**config.mk**
```make
export PLATFORM = sky130hd
export DESIGN_NAME = lc3_mem_arbiter
export DESIGN_NICKNAME = d
export VERILOG_FILES = /design/src/rtl/lc3_mem_arbiter_pkg.sv /design/src/rtl/lc3_mem_arbiter_rr_arb2.sv /design/src/rtl/lc3_mem_arbiter.sv
export SDC_FILE = /design/constraint.sdc
export NUM_CORES = 1
export LEC_CHECK = 0
export CAP_MARGIN = 20
export CORE_MARGIN = 2
export CORE_UTILIZATION = 40
export DETAILED_ROUTE_END_ITERATION = 10
export HOLD_SLACK_MARGIN = 0.12
export PLACE_DENSITY = 0.72
export SLEW_MARGIN = 15
export SYNTH_ARGS = -nofsm -noshare
export SYNTH_HDL_FRONTEND = slang
export SYNTH_SLANG_ARGS = --single-unit
```
**constraint.sdc**
```tcl
create_clock -name clk -period 2.1 [get_ports clk]
set_clock_uncertainty 0.05 [all_clocks]
set_input_delay 0.63 -clock clk [delete_from_list [all_inputs] [get_ports clk]]
set_output_delay 0.63 -clock clk [all_outputs]
set_load 0.01 [all_outputs]
```
**src/rtl/lc3_mem_arbiter_pkg.sv**
```systemverilog
// Shared definitions for the LC-3 memory arbiter: word width, FSM states and port ids.

package lc3_mem_arbiter_pkg;

    localparam int unsigned WORD_W = 16;

    typedef enum logic [1:0] {
        StIdle,
        StAccess,
        StWait,
        StResp
    } state_e;

    localparam logic PORT_CPU = 1'b0;
    localparam logic PORT_LDR = 1'b1;

endpackage

```
**src/rtl/lc3_mem_arbiter_rr_arb2.sv**
```systemverilog
// Two-way round-robin picker: on a tie the port that did not win last time is chosen.

module lc3_mem_arbiter_rr_arb2
    import lc3_mem_arbiter_pkg::*;
(
    input  logic [1:0] req,
    input  logic       last_gnt,
    output logic       gnt_valid,
    output logic       gnt_id
);

    always_comb begin
        gnt_valid = |req;
        gnt_id    = PORT_CPU;
        if (&req) begin
            gnt_id = ~last_gnt;
        end else if (req[1]) begin
            gnt_id = PORT_LDR;
        end
    end

endmodule

```
**src/rtl/lc3_mem_arbiter.sv**
```systemverilog
// Shares single-port LC-3 memory between the core (cpu_*) and the loader (ldr_*),
// one access at a time: grant, one mem_en cycle, fixed latency wait, ack pulse.

module lc3_mem_arbiter
    import lc3_mem_arbiter_pkg::*;
#(
    parameter int unsigned ADDR_W  = WORD_W,
    parameter int unsigned DATA_W  = WORD_W,
    parameter int unsigned MEM_LAT = 1
) (
    input  logic              clk,
    input  logic              rst,
    input  logic              boot,
    input  logic              cpu_req,
    input  logic              cpu_we,
    input  logic [ADDR_W-1:0] cpu_addr,
    input  logic [DATA_W-1:0] cpu_wdata,
    output logic              cpu_ack,
    input  logic              ldr_req,
    input  logic              ldr_we,
    input  logic [ADDR_W-1:0] ldr_addr,
    input  logic [DATA_W-1:0] ldr_wdata,
    output logic              ldr_ack,
    output logic [DATA_W-1:0] rdata,
    output logic              mem_en,
    output logic              mem_we,
    output logic [ADDR_W-1:0] mem_addr,
    output logic [DATA_W-1:0] mem_wdata,
    input  logic [DATA_W-1:0] mem_rdata,
    output logic              busy
);

    state_e     state;
    logic [2:0] cnt;
    logic       last_gnt;
    logic       win;
    logic       gnt_valid;
    logic       gnt_id;

    lc3_mem_arbiter_rr_arb2 u_rr_arb2 (
        .req       ({ldr_req, cpu_req & ~boot}),
        .last_gnt  (last_gnt),
        .gnt_valid (gnt_valid),
        .gnt_id    (gnt_id)
    );

    always_ff @(posedge clk or negedge rst) begin
        if (!rst) begin
            state     <= StIdle;
            cnt       <= 3'd0;
            last_gnt  <= PORT_LDR;
            win       <= PORT_CPU;
            mem_en    <= 1'b0;
            mem_we    <= 1'b0;
            mem_addr  <= '0;
            mem_wdata <= '0;
            rdata     <= '0;
            cpu_ack   <= 1'b0;
            ldr_ack   <= 1'b0;
            busy      <= 1'b0;
        end else begin
            mem_en  <= 1'b0;
            cpu_ack <= 1'b0;
            ldr_ack <= 1'b0;
            unique case (state)
                StIdle: begin
                    if (gnt_valid) begin
                        win      <= gnt_id;
                        last_gnt <= gnt_id;
                        mem_en   <= 1'b1;
                        busy     <= 1'b1;
                        state    <= StAccess;
                        // mem_we/addr/wdata stay frozen until the next grant
                        if (gnt_id == PORT_LDR) begin
                            mem_we    <= ldr_we;
                            mem_addr  <= ldr_addr;
                            mem_wdata <= ldr_wdata;
                        end else begin
                            mem_we    <= cpu_we;
                            mem_addr  <= cpu_addr;
                            mem_wdata <= cpu_wdata;
                        end
                    end
                end
                StAccess: begin
                    cnt   <= 3'(MEM_LAT);
                    state <= StWait;
                end
                StWait: begin
                    cnt <= cnt - 3'd1;
                    if (cnt == 3'd1) begin
                        if (!mem_we) begin
                            rdata <= mem_rdata;
                        end
                        if (win == PORT_LDR) begin
                            ldr_ack <= 1'b1;
                        end else begin
                            cpu_ack <= 1'b1;
                        end
                        state <= StResp;
                    end
                end
                StResp: begin
                    busy  <= 1'b0;
                    state <= StIdle;
                end
                default: begin
                    state <= StIdle;
                end
            endcase
        end
    end

endmodule
```
-- Word-level counts from Yosys, hierarchy flattened
Cells that the tools add are included.
- equality and inequality tests: 6
- divide/modulo/power cells: 0
- multiplexer cells: 19
- reductions and logical operators: 9
- bitwise operators: 4
- multipliers: 0
- shift operators: 0
- $add $sub $neg: 1
- magnitude comparators: 0
- operators with widths (kind ; number):
    16-bit 2-to-1 mux ; 2
    1-bit 2-to-1 mux ; 12
    2-bit case mux with 4 select lines ; 1
    2-bit AND reduction ; 4
    3-bit case mux with 2 select lines ; 1
    2-bit equality test (second input constant) ; 2
    2-bit 2-to-1 mux ; 2
    2-bit != test (second input constant) ; 2
    2-bit nonzero test ; 2
    3-bit by 1-bit equality test with 1-bit output (second input constant) ; 1
    1-bit inverter ; 3
    3-bit AND reduction ; 1
    3-bit by 1-bit subtractor with 3-bit output (second input constant) ; 1
    2-bit by 1-bit equality test with 1-bit output (second input constant) ; 1
    2-bit zero test ; 1
    1-bit case mux with 2 select lines ; 1
    2-bit OR reduction ; 1
    1-bit bitwise AND ; 1
- input bits: 87
- bits in read-only memories: 0
- latch bits: 0
- memories kept: 0
- output and inout bits: 53
- flip-flop bits (word level): 60
- RAM bits: 0
- logic and storage cells: 51

-- Logic depth before layout (Yosys ltp)
- word-level depth: 5
- mapped depth: 7
- mapped depth without buffers: 5

-- Cells and area by module
Synthesis repeated with hierarchy kept, for this count alone.
- cells, all modules: 227
- area, all modules: 2718.9 µm²
- modules (own cells, without submodules) (module ; cells each ; area an instance (µm²) ; sequential area each (µm²) ; times used):
    lc3_mem_arbiter ; 225 ; 2705.1 ; 1502.7 ; 1
    lc3_mem_arbiter_rr_arb2 ; 2 ; 13.8 ; 0.0 ; 1

-- Worst setup path before layout
OpenSTA, ideal clock, no wires.
- path kind: flip-flop to flip-flop
- from: register state[0]
- to: register rdata[10]
- data arrival time: 1.469 ns
- period minus slack after synthesis: 1.647 ns
- path buffers: 1
- cell stages (with the launch flop): 7
- library setup time: 0.127 ns
- path slack: 0.453 ns
- data required time: 1.923 ns
- path through: dfrtp_1 inv_1 ha_1 nand3b_4 nor2_8 buf_6 mux2_1
- longest elaborated chain between the ends: 2
- RTL lines (item ; RTL line ; source):
    from (decl) ; lc3_mem_arbiter.sv:33 ; state_e state;
    from (signal assigned) ; lc3_mem_arbiter.sv:49 ; state <= StIdle;
    from (signal assigned) ; lc3_mem_arbiter.sv:72 ; state <= StAccess;
    from (signal assigned) ; lc3_mem_arbiter.sv:87 ; state <= StWait;
    2-bit equality test ; lc3_mem_arbiter.sv:65 ; unique case (state)
    3-bit AND reduction (no line) ; - ;
    to (signal assigned) ; lc3_mem_arbiter.sv:93 ; rdata <= mem_rdata;
    to (decl) ; lc3_mem_arbiter.sv:24 ; output logic [DATA_W-1:0] rdata,
Every way passes these cells.
A chain may end at the register's enable or synchronous reset.

-- Final worst setup path
- from: register mem_wdata[2]
- to: output port mem_wdata[2]
- RTL lines (item ; RTL line ; source):
    from (decl) ; lc3_mem_arbiter.sv:28 ; output logic [DATA_W-1:0] mem_wdata,
    from (signal assigned) ; lc3_mem_arbiter.sv:77 ; mem_wdata <= ldr_wdata;
    from (signal assigned) ; lc3_mem_arbiter.sv:81 ; mem_wdata <= cpu_wdata;
No word-level cell between the ends.

==> impl_results.md <==
* Initial core utilization at 0.416
* Setup Buffers After CTS at 0
* Vias at 2782
* Routed length per instance at 17.0 µm
* Cell Pwr Density at approximately 1300 nW/µm²
* Max Buffers Root-to-Sink at 2
* Worst-Skew Late Latency at 340 ps
* Finished Layout Cells at 528
* Crit path kind: flop to output pin
* Status: finished clean
* Post-CTS sizing at 0
* Worst-path cell chain: clkdlybuf4s50_1
* RSZ-0062 raised after global routing: no
* CP Launch Type: flop
* Worst Path Buf+Inv at 1
* Placed Cells at 512
* Final setup violation count at 0
* P&R area growth vs syn at 49.4%
* Synth unique cells at 37
* Site Rows at 33
* Max Slew Vio Count at 0
* Final ANT Viol Nets at 0
* Minimum clock period at between 1500 and 2000 ps
* Cell Area, Placed at 4930 µm²
* Mapped Cells at 278
* Register area share after synthesis at 0.435
* Area of the core at 8300 µm²
* Actual slew at the worst max-slew pin at around 330 ps
* Family with the most delay on the worst path: buffers and inverters
* Critical Path RT at roughly 1400 ps
* Maximum clock rate at 511 MHz
* Ports at 140
* Final Hold Viols at 0
* CP Data Arrival Time at 1280 ps
* MaxCap Viol Count at 0
* Max incr delay on CP at 560 ps
* CTS Sinks at 60
* Remaining Overflow, GRT at 0
* Total CTS buffers at 9
* Post-synthesis instance area at 3450 µm²
* Crit path capture type: output pin
* CTS tree: done
* Via/cell ratio at about 5.3
* Peak supply drop at ~0.65 mV
* H-tree levels at 3
* Antenna diode count at 0
* Buffers on Ports at 139
* Slowest CP cell: clkdlybuf4s50_1
* Fill count at between 700 and 800
* Die Ht at between 90 and 100 µm
* Final instance area at 5160 µm²
* Relative slew slack at 0.782
* Gr usage total at 0.194
* HP Class: input pin to async pin
* Nets at 511
* Tot Pwr at 0.00671 W
* Leakage at 2.08 nW
* Detailed Routing Iterations Pass 1 at 4
* Initial antenna violation count at 0
* Initial DRC count at 92
* Synthesized flop and latch total at 60
* CTS root buf: clkbuf_8
* Syn. warnings at 0
* Share of cells above drive strength 1 at 0.217
* Setup TNS at 0 ps
* CTS Hold Bufs at 0
* Synth Area per Inst at approximately 12 µm²
* DIE WIDTH at ~97 µm
* First-pass GRT wire length at between 10000 and 15000 µm
* Crit path max fanout at 2
* DRC at 0
* HPWL after DPL at 6380 µm
* Final worst path period share at 0.932
* Vias in the first global route at 2836
* Post-Route WL at 8990 µm
* GP Congestion at around 0.76
* Die area at 9390 µm²
* Syn_nets at 371
* Clock slew at reported path FFs at around 80 ps
* Largest net degree at the start of global routing at 61
## area by class of cell
type | count | area (µm²) | area share
multi-input cells | 177 | 1640 | 0.319
repair buffers | 160 | 1610 | 0.313
flip-flops and latches | 60 | 1500 | 0.291
clock buffers | 10 | 138 | 0.0267
well taps | 105 | 131 | 0.0255
clock inverters | 6 | 87.6 | 0.0170
inverters | 10 | 40.0 | 0.00776
## worst paths after layout
path	start	endpoint	slack [ps]	cells past startpoint
max	mem_wdata[2]$_DFFE_PN0P_	mem_wdata[2]	140	1
min	rst	rdata[1]$_DFFE_PN0P_	240	2
max reg2reg	state[0]$_DFFE_PN0P_	rdata[9]$_DFFE_PN0P_	290	5
min reg2reg	win$_DFFE_PN0P_	cpu_ack$_DFF_PN0_	390	1
max in group asynchronous	rst	last_gnt$_DFFE_PN1P_	1460	2
min in group clk	win$_DFFE_PN0P_	cpu_ack$_DFF_PN0_	390	1
## worst reg2reg max path, delay by kind of cell, from the launching register on
family        cells  cell delay [ps]
buf+inv           1              110
fa+ha+maj         1              330
mux               1              370
simple gates      2              420
flops             1              400
## synthesized netlist by cell type
| cell | n | area share |
|---|---|---|
| dfrtp_1 | 59 | 0.43 |
| nand2_1 | 34 | 0.037 |
| o221a_1 | 33 | 0.11 |
| a2bb2oi_2 | 25 | 0.11 |
| o21ai_2 | 20 | 0.051 |
| mux2_1 | 16 | 0.052 |
| o21ai_0 | 12 | 0.017 |
| buf_6 | 10 | 0.033 |
| a2bb2oi_1 | 8 | 0.020 |
| inv_1 | 8 | 0.0087 |
| clkbuf_1 | 7 | 0.0076 |
| buf_2 | 6 | 0.0087 |
| ha_1 | 6 | 0.022 |
| buf_4 | 5 | 0.011 |
| buf_12 | 3 | 0.017 |
| mux2i_1 | 2 | 0.0058 |
| nor2_1 | 2 | 0.0022 |
| o21ai_1 | 2 | 0.0029 |
| o32ai_1 | 2 | 0.0051 |
| a21oi_1 | 1 | 0.0014 |
| a21oi_4 | 1 | 0.0047 |
| a22o_1 | 1 | 0.0025 |
| a32oi_1 | 1 | 0.0025 |
| and2b_1 | 1 | 0.0022 |
| and3_1 | 1 | 0.0018 |
| and3b_1 | 1 | 0.0025 |
| dfstp_2 | 1 | 0.0076 |
| inv_2 | 1 | 0.0011 |
| inv_4 | 1 | 0.0018 |
| nand2b_1 | 1 | 0.0018 |
| nand2b_4 | 1 | 0.0040 |
| nand3b_1 | 1 | 0.0022 |
| nand3b_4 | 1 | 0.0058 |
| nor2_8 | 1 | 0.0058 |
| nor3_1 | 1 | 0.0014 |
| o22a_1 | 1 | 0.0025 |
| o32a_1 | 1 | 0.0029 |
## stage by stage
stage	worst slack (ps)	hold WS [ps]	utilization
CTS	126	244	0.621
finish	144	238	0.621
floorplan	453	284	-
detailed placement	-26.0	379	0.594
global route	101	271	0.621
global placement	36.2	363	0.594
## layout by cell type, fill, tap and decap left out, types with 2 or more instances in the layout
cell type        count
buf_4               15
clkdlybuf4s50_1    137
o21ai_0             12
mux2i_1              2
clkbuf_8            10
a2bb2oi_2           25
nor2_1               2
ha_1                 6
dfrtp_1             59
o32ai_1              2
inv_1                8
buf_2                2
bufinv_16            2
o221a_1             33
mux2_1              16
o21ai_2             20
clkinvlp_4           3
buf_12               6
nand2_1             34
o21ai_1              2
a2bb2oi_1            8
## kinds of logic (layout without fill, tap and decap cells)
kind of cell | Yosys count | count (layout) | synth area share
flip-flops | 60 | 60 | 0.435
buffers and inverters | 41 | 186 | 0.0888
AND/OR/NAND/NOR | 45 | 45 | 0.0667
AO/OA/AOI/OAI | 108 | 108 | 0.329
multiplexers | 18 | 18 | 0.0580
adder cells (fa/ha/maj) | 6 | 6 | 0.0217
## registers in the layout, summed over array words and instances, names as in the netlist, 2 cells and up
register,count
mem_wdata,16
cnt,3
state,2
mem_addr,16
rdata,16
## where the power goes
| part | switching, W | total, W | internal, W |
|---|---|---|---|
| Clock | 0.000485 | 0.00118 | 0.000698 |
| Sequential | 0.000347 | 0.00209 | 0.00174 |
| Combinational | 0.00137 | 0.00344 | 0.00207 |
## layer usage
metal	vias to the layer above	global-route usage	share of wire
li1	1329	-	-
met1	1354	0.252	0.44
met2	89	0.322	0.49
met3	10	0.0426	0.046
met4	0	0.0650	0.014
met5	-	0	0
No activity file was read; power rests on OpenSTA's default activity.
